### config.mk
export PLATFORM = sky130hd
export DESIGN_NAME = dsp_nco_phase_gen
export DESIGN_NICKNAME = d
export VERILOG_FILES = /design/src/rtl/dsp_nco_pkg.sv /design/src/rtl/dsp_nco_lfsr.sv /design/src/rtl/dsp_nco_phase_gen.sv
export SDC_FILE = /design/constraint.sdc
export NUM_CORES = 1
export LEC_CHECK = 0
export CAP_MARGIN = 0
export CORE_AREA = 3 3 110 112
export CTS_BUF_LIST = sky130_fd_sc_hd__clkbuf_2
export DETAILED_ROUTE_END_ITERATION = 12
export DIE_AREA = 0 0 113 115
export PLACE_DENSITY = 0.83
export SETUP_SLACK_MARGIN = 0.4
export SLEW_MARGIN = 20
export SYNTH_ARGS = -nofsm -noshare
export SYNTH_HDL_FRONTEND = slang
export SYNTH_HIERARCHICAL = 1
export SYNTH_SLANG_ARGS = --single-unit
### constraint.sdc
create_clock -name clk -period 7.8 [get_ports clk]
set_input_delay 1.56 -clock clk [delete_from_list [all_inputs] [get_ports clk]]
set_output_delay 1.56 -clock clk [all_outputs]
set_load 0.01 [all_outputs]
### src/rtl/dsp_nco_pkg.sv
// Shared types and constants for the NCO phase front end.
// Optional dither is enabled by defining DSP_NCO_DITHER_EN.
package dsp_nco_pkg;

  typedef enum logic {
    IDLE    = 1'b0,
    PENDING = 1'b1
  } nco_state_e;

  localparam int unsigned DEF_PHASE_WIDTH = 32;
  localparam int unsigned DEF_ADDR_WIDTH  = 10;

  // Galois LFSR, polynomial x^16+x^14+x^13+x^11+1 in right-shift form
  localparam logic [15:0] LFSR_SEED = 16'hACE1;
  localparam logic [15:0] LFSR_TAPS = 16'hB400;

  // Dither width stays strictly below the address LSB weight
  function automatic int unsigned dither_bits(int unsigned pw, int unsigned aw);
    int unsigned room;
    room = pw - aw - 1;
    return (room < 16) ? room : 16;
  endfunction

endpackage

### src/rtl/dsp_nco_lfsr.sv
// 16-bit Galois LFSR used as the phase dither source.
// Only instantiated when DSP_NCO_DITHER_EN is defined.
module dsp_nco_lfsr
  import dsp_nco_pkg::*;
(
  input  logic        clk,
  input  logic        rst,
  input  logic        en,
  input  logic [15:0] seed,
  output logic [15:0] state
);

  logic [15:0] lfsr_q;
  logic [15:0] lfsr_d;

  // Next LFSR value: shift right, fold taps in when the output bit is set
  always_comb begin
    lfsr_d = lfsr_q;
    if (en) begin
      lfsr_d = {1'b0, lfsr_q[15:1]} ^ (lfsr_q[0] ? LFSR_TAPS : '0);
    end
  end

  // LFSR register, reloaded with the seed on reset
  always_ff @(posedge clk) begin
    if (rst) lfsr_q <= seed;
    else     lfsr_q <= lfsr_d;
  end

  assign state = lfsr_q;

endmodule

### src/rtl/dsp_nco_phase_gen.sv
// NCO phase accumulator: FCW integration, phase offset, truncated ROM
// address, immediate or wrap-aligned FCW updates, synchronous clear.
// Define DSP_NCO_DITHER_EN to add LFSR dither below the address LSB.
module dsp_nco_phase_gen
  import dsp_nco_pkg::*;
#(
  parameter int unsigned PHASE_WIDTH = DEF_PHASE_WIDTH,
  parameter int unsigned ADDR_WIDTH  = DEF_ADDR_WIDTH
) (
  input  logic                   clk,
  input  logic                   rst,
  input  logic                   en,
  input  logic                   sync_clr,
  input  logic [PHASE_WIDTH-1:0] fcw_data,
  input  logic                   fcw_mode,
  input  logic                   fcw_valid,
  output logic                   fcw_ready,
  input  logic [PHASE_WIDTH-1:0] poff,
  output logic [ADDR_WIDTH-1:0]  addr,
  output logic                   addr_valid,
  output logic                   wrap
);

  nco_state_e             state_q, state_d;
  logic [PHASE_WIDTH-1:0] acc_q, acc_d;
  logic [PHASE_WIDTH-1:0] fcw_act_q, fcw_act_d;
  logic [PHASE_WIDTH-1:0] fcw_pend_q, fcw_pend_d;
  logic [ADDR_WIDTH-1:0]  addr_q, addr_d;
  logic                   addr_valid_q, addr_valid_d;
  logic                   wrap_q, wrap_d;

  logic [PHASE_WIDTH:0]   acc_sum;
  logic [PHASE_WIDTH-1:0] phase_sum;
  logic [PHASE_WIDTH-1:0] dither_ext;

`ifdef DSP_NCO_DITHER_EN
  localparam int unsigned DITHER_W    = dither_bits(PHASE_WIDTH, ADDR_WIDTH);
  localparam logic [15:0] DITHER_MASK = 16'hFFFF >> (16 - DITHER_W);

  logic [15:0] lfsr_state;

  dsp_nco_lfsr u_lfsr (
    .clk   (clk),
    .rst   (rst),
    .en    (en),
    .seed  (LFSR_SEED),
    .state (lfsr_state)
  );

  assign dither_ext = PHASE_WIDTH'(lfsr_state & DITHER_MASK);
`else
  assign dither_ext = '0;
`endif

  assign fcw_ready = (state_q == IDLE);

  // Next-state: FCW handshake, deferred release, accumulator and outputs
  always_comb begin
    acc_sum   = {1'b0, acc_q} + {1'b0, fcw_act_q};
    phase_sum = acc_q + poff + dither_ext;

    state_d      = state_q;
    acc_d        = acc_q;
    fcw_act_d    = fcw_act_q;
    fcw_pend_d   = fcw_pend_q;
    addr_d       = addr_q;
    addr_valid_d = 1'b0;
    wrap_d       = 1'b0;

    // Transfer is only possible in IDLE, so it never collides with a release
    if (fcw_valid && (state_q == IDLE)) begin
      if (!fcw_mode) begin
        fcw_act_d = fcw_data;
      end else begin
        fcw_pend_d = fcw_data;
        state_d    = PENDING;
      end
    end

    if ((state_q == PENDING) && (sync_clr || (en && acc_sum[PHASE_WIDTH]))) begin
      fcw_act_d = fcw_pend_q;
      state_d   = IDLE;
    end

    if (sync_clr) begin
      acc_d = '0;
    end else if (en) begin
      acc_d        = acc_sum[PHASE_WIDTH-1:0];
      wrap_d       = acc_sum[PHASE_WIDTH];
      addr_d       = ADDR_WIDTH'(phase_sum >> (PHASE_WIDTH - ADDR_WIDTH));
      addr_valid_d = 1'b1;
    end
  end

  // State and output registers
  always_ff @(posedge clk) begin
    if (rst) begin
      state_q      <= IDLE;
      acc_q        <= '0;
      fcw_act_q    <= '0;
      fcw_pend_q   <= '0;
      addr_q       <= '0;
      addr_valid_q <= 1'b0;
      wrap_q       <= 1'b0;
    end else begin
      state_q      <= state_d;
      acc_q        <= acc_d;
      fcw_act_q    <= fcw_act_d;
      fcw_pend_q   <= fcw_pend_d;
      addr_q       <= addr_d;
      addr_valid_q <= addr_valid_d;
      wrap_q       <= wrap_d;
    end
  end

  assign addr       = addr_q;
  assign addr_valid = addr_valid_q;
  assign wrap       = wrap_q;

endmodule

==> results.json <==
{
  "status": "complete, no violations",
  "numCtsBuffers": 9,
  "path_buf_inv": 1,
  "first_iter_violations": 358,
  "cts-root-buf": "clkbuf_2",
  "yosys_register_bits": 109,
  "htree_levels": 3,
  "holdBufCountCts": 0,
  "hold_violations": 0,
  "syn_area_sq_mm": 0.00663,
  "drt_wl_total_um": 16300,
  "hold_path.class": "flop to flop",
  "maxCapViolCount": 0,
  "synth-edff-count": 0,
  "slew_violations": 0,
  "antenna_found_initial": 0,
  "max_freq_ghz": 0.272,
  "maxSlewHeadroom_pct": 38.7,
  "cpLargestDelayFamily": "compound AO/OA/AOI/OAI gates",
  "via_count": 5908,
  "portBuffers": 82,
  "synth_fa_ha_area_share_pct": 12.0,
  "grtUsageTotal_pct": 25.5,
  "met1_usage_pct": 31.3,
  "busiest_layer": "met2",
  "synth_compound_area_share_pct": 23.8,
  "p_leak_uw": 0.00324,
  "synth_top_family_by_area": "compound AO/OA/AOI/OAI gates",
  "grt_pass1_vias": 5786,
  "max-vdd-ir-drop_mv": 0.110,
  "wl_per_cell_um": 16.5,
  "drtAntennaViolNets": 0,
  "crit_fanout": 6,
  "timing.setup.tns_ns": 0,
  "cpPeakStageDelay_ns": 0.41,
  "die_w_um": 113,
  "place_hpwl_um": 12400,
  "worst_pin_slew_ns": 0.920,
  "syn_area_per_cell_sq_um": 8.53,
  "crit_required_ns": 8.36,
  "fill_cells": 925,
  "syn_nets": 910,
  "grtUsageMet3_pct": 3.32,
  "cts_tree": "done",
  "p_per_area_mw_per_mm2": 142,
  "drive_above_1_share_pct": 6.16,
  "routed_via_density": 5.99,
  "drt_pre_antenna_iters": 6,
  "min_period_over_period_pct": 47.1,
  "finalSetupViolations": 0,
  "rows": 39,
  "cts_setup_buffers": 0,
  "crit_type": "input port to flop",
  "antennaDiodeCount": 0,
  "drc_errors": 0,
  "design_area_sq_mm": 0.00761,
  "rsz0062_at_grt": "no",
  "synthArstFlopShare_pct": 0,
  "yosys_warnings": 6,
  "startpoint_type": "input port",
  "synthCells": 777,
  "synth-xor-area-share_pct": 4.10,
  "yosysTopAreaCellShare_pct": 32.9,
  "insertion_delay_ns": 0.63,
  "clk_pin_slew_ns": 0.29,
  "muxShareOfSynthArea_pct": 8.00,
  "yosys.area_share.simple_pct": 16.1,
  "cts.sinks": 109,
  "postPlaceCellArea_sq_mm": 0.00751,
  "seq_area_frac_synth_pct": 32.9,
  "cpMaxStageDelayCell": "clkdlybuf4s50_1",
  "coreArea_sq_mm": 0.0113,
  "nets": 972,
  "synthDistinctLibCells": 57,
  "initial_core_util_pct": 58.6,
  "clk_path_buf_depth": 2,
  "ios": 83,
  "grt_start_max_net_pins": 77,
  "gp_congestion": 0.950,
  "grt-ovfl-total": 0,
  "cts_resized": 0,
  "fin_crit_ns": 3.68,
  "grt_util_met2_pct": 44.8,
  "synth_area_leader_cell": "dfxtp_1",
  "synth.area.top_cells": "dfxtp_1, ha_1, mux2i_1",
  "grt_pass1_wl_um": 27200,
  "syn_to_final_growth_pct": 14.7,
  "die_area_sq_mm": 0.0130,
  "die_height_um": 115,
  "cp_cell_sequence": "clkdlybuf4s50_1 > ha_1 > nand4_1 > nor2_1 > o2111ai_1 > a21o_1 > a41oi_2 > a21oi_1 > o31ai_1 > xnor2_1 > a211oi_1",
  "crit_arrival_ns": 4.24,
  "crit_path_end_kind": "flop",
  "fin_skew_ns": 0.0201,
  "ys.flop_type": "dfxtp_1"
}
[Yosys cell counts (all sizes together) (15+ instances only)]
cell type,instances
xnor2,21
ha,62
nor2,78
a211oi,40
dfxtp,109
o21ai,28
clkbuf,25
nand2,108
a21oi,77
nand3,15
a21o,22
mux2i,53
[layout make-up]
| class | instances | area, sq um | share of cell area [%] |
|---|---|---|---|
| clock inverter | 7 | 50.0 | 0.658 |
| timing repair buffer | 87 | 853 | 11.2 |
| sequential | 109 | 2180 | 28.7 |
| inverter | 11 | 41.3 | 0.543 |
| multi-input combinational | 621 | 4260 | 56.0 |
| tap | 143 | 179 | 2.35 |
| clock buffer | 9 | 45.0 | 0.592 |
[logic make-up after synthesis]
group / after synthesis
DFF: 109
AOI/OAI and AO/OA: 226
xor gates and xnor gates: 31
buffers and inverters: 47
muxes: 53
adders and majority gates: 63
and+or+nand+nor: 248
[through the flow]
| stage | cells | power [uW] | hold WS [ns] | util [%] | setup slack, ns |
|---|---|---|---|---|---|
| after floorplan | 777 | 764 | 0.437 | - | 4.36 |
| after global placement | 971 | 837 | 0.441 | 66.3 | 3.63 |
| after detailed placement | 971 | 848 | 0.447 | 66.4 | 3.52 |
| after CTS | 987 | 1090 | 0.475 | 67.2 | 4.20 |
| after global routing | 987 | 1130 | 0.494 | 67.2 | 4.04 |
| final | 987 | 1080 | 0.475 | 67.2 | 4.12 |
[flip-flops by register name, indices dropped and copies added, names as in the netlist]
register	flops
addr	10
acc_q	32
state_q	1
fcw_act_q	32
addr_valid	1
wrap	1
fcw_pend_q	32
[metal layers]
metal / share of wire (%) / routed length [um]
met1: 44 / 7240
met2: 49 / 8010
met3: 3.9 / 629
met4: 2.7 / 439
met5: 0 / 0
[report_power, final]
group          internal, uW  total [uW]  switching (uW)
Sequential              589         610            21.9
Clock                  44.3         243             198
Combinational           110         229             119
Total                   743        1080             339
[final timing paths]
path                                                  start                          end  slack [ns]  cells past startpoint
worst max register to register        acc_q[0]$_SDFFE_PP0P_   fcw_act_q[22]$_SDFFE_PP0P_        4.28                     12
worst min register to register  fcw_pend_q[19]$_SDFFE_PP0P_  fcw_pend_q[19]$_SDFFE_PP0P_        0.48                      2
worst min-delay path            fcw_pend_q[19]$_SDFFE_PP0P_  fcw_pend_q[19]$_SDFFE_PP0P_        0.48                      2
worst max-delay path                               poff[20]         addr[9]$_SDFFE_PP0P_        4.12                     11
[worst reg2reg max path, stage by stage, from the launching register on]
cell and delay [ns]:
dfxtp_1 0.40, ha_1 0.23, fa_1 0.41, a21o_1 0.17, a21o_1 0.19, nand2_1 0.11, a211oi_1 0.13, o21ai_0 0.38
a21oi_1 0.19, o31ai_4 0.23, buf_4 0.60, nor2_1 0.14, a211oi_1 0.26
[placed cells by master, fill, tap and decap left out, types with 8 or more instances in the layout]
| master | count |
|---|---|
| a21oi_1 | 77 |
| o21ai_0 | 25 |
| nand3_1 | 15 |
| a21o_1 | 22 |
| o21a_1 | 8 |
| a211oi_2 | 20 |
| or3_1 | 8 |
| ha_1 | 62 |
| inv_1 | 11 |
| nor2_1 | 78 |
| mux2i_1 | 53 |
| clkbuf_2 | 9 |
| xor2_1 | 10 |
| nand2_1 | 108 |
| a211oi_1 | 20 |
| clkdlybuf4s50_1 | 81 |
| dfxtp_1 | 109 |
| xnor2_1 | 21 |
Note: power is estimated with default switching activity, not from simulation.
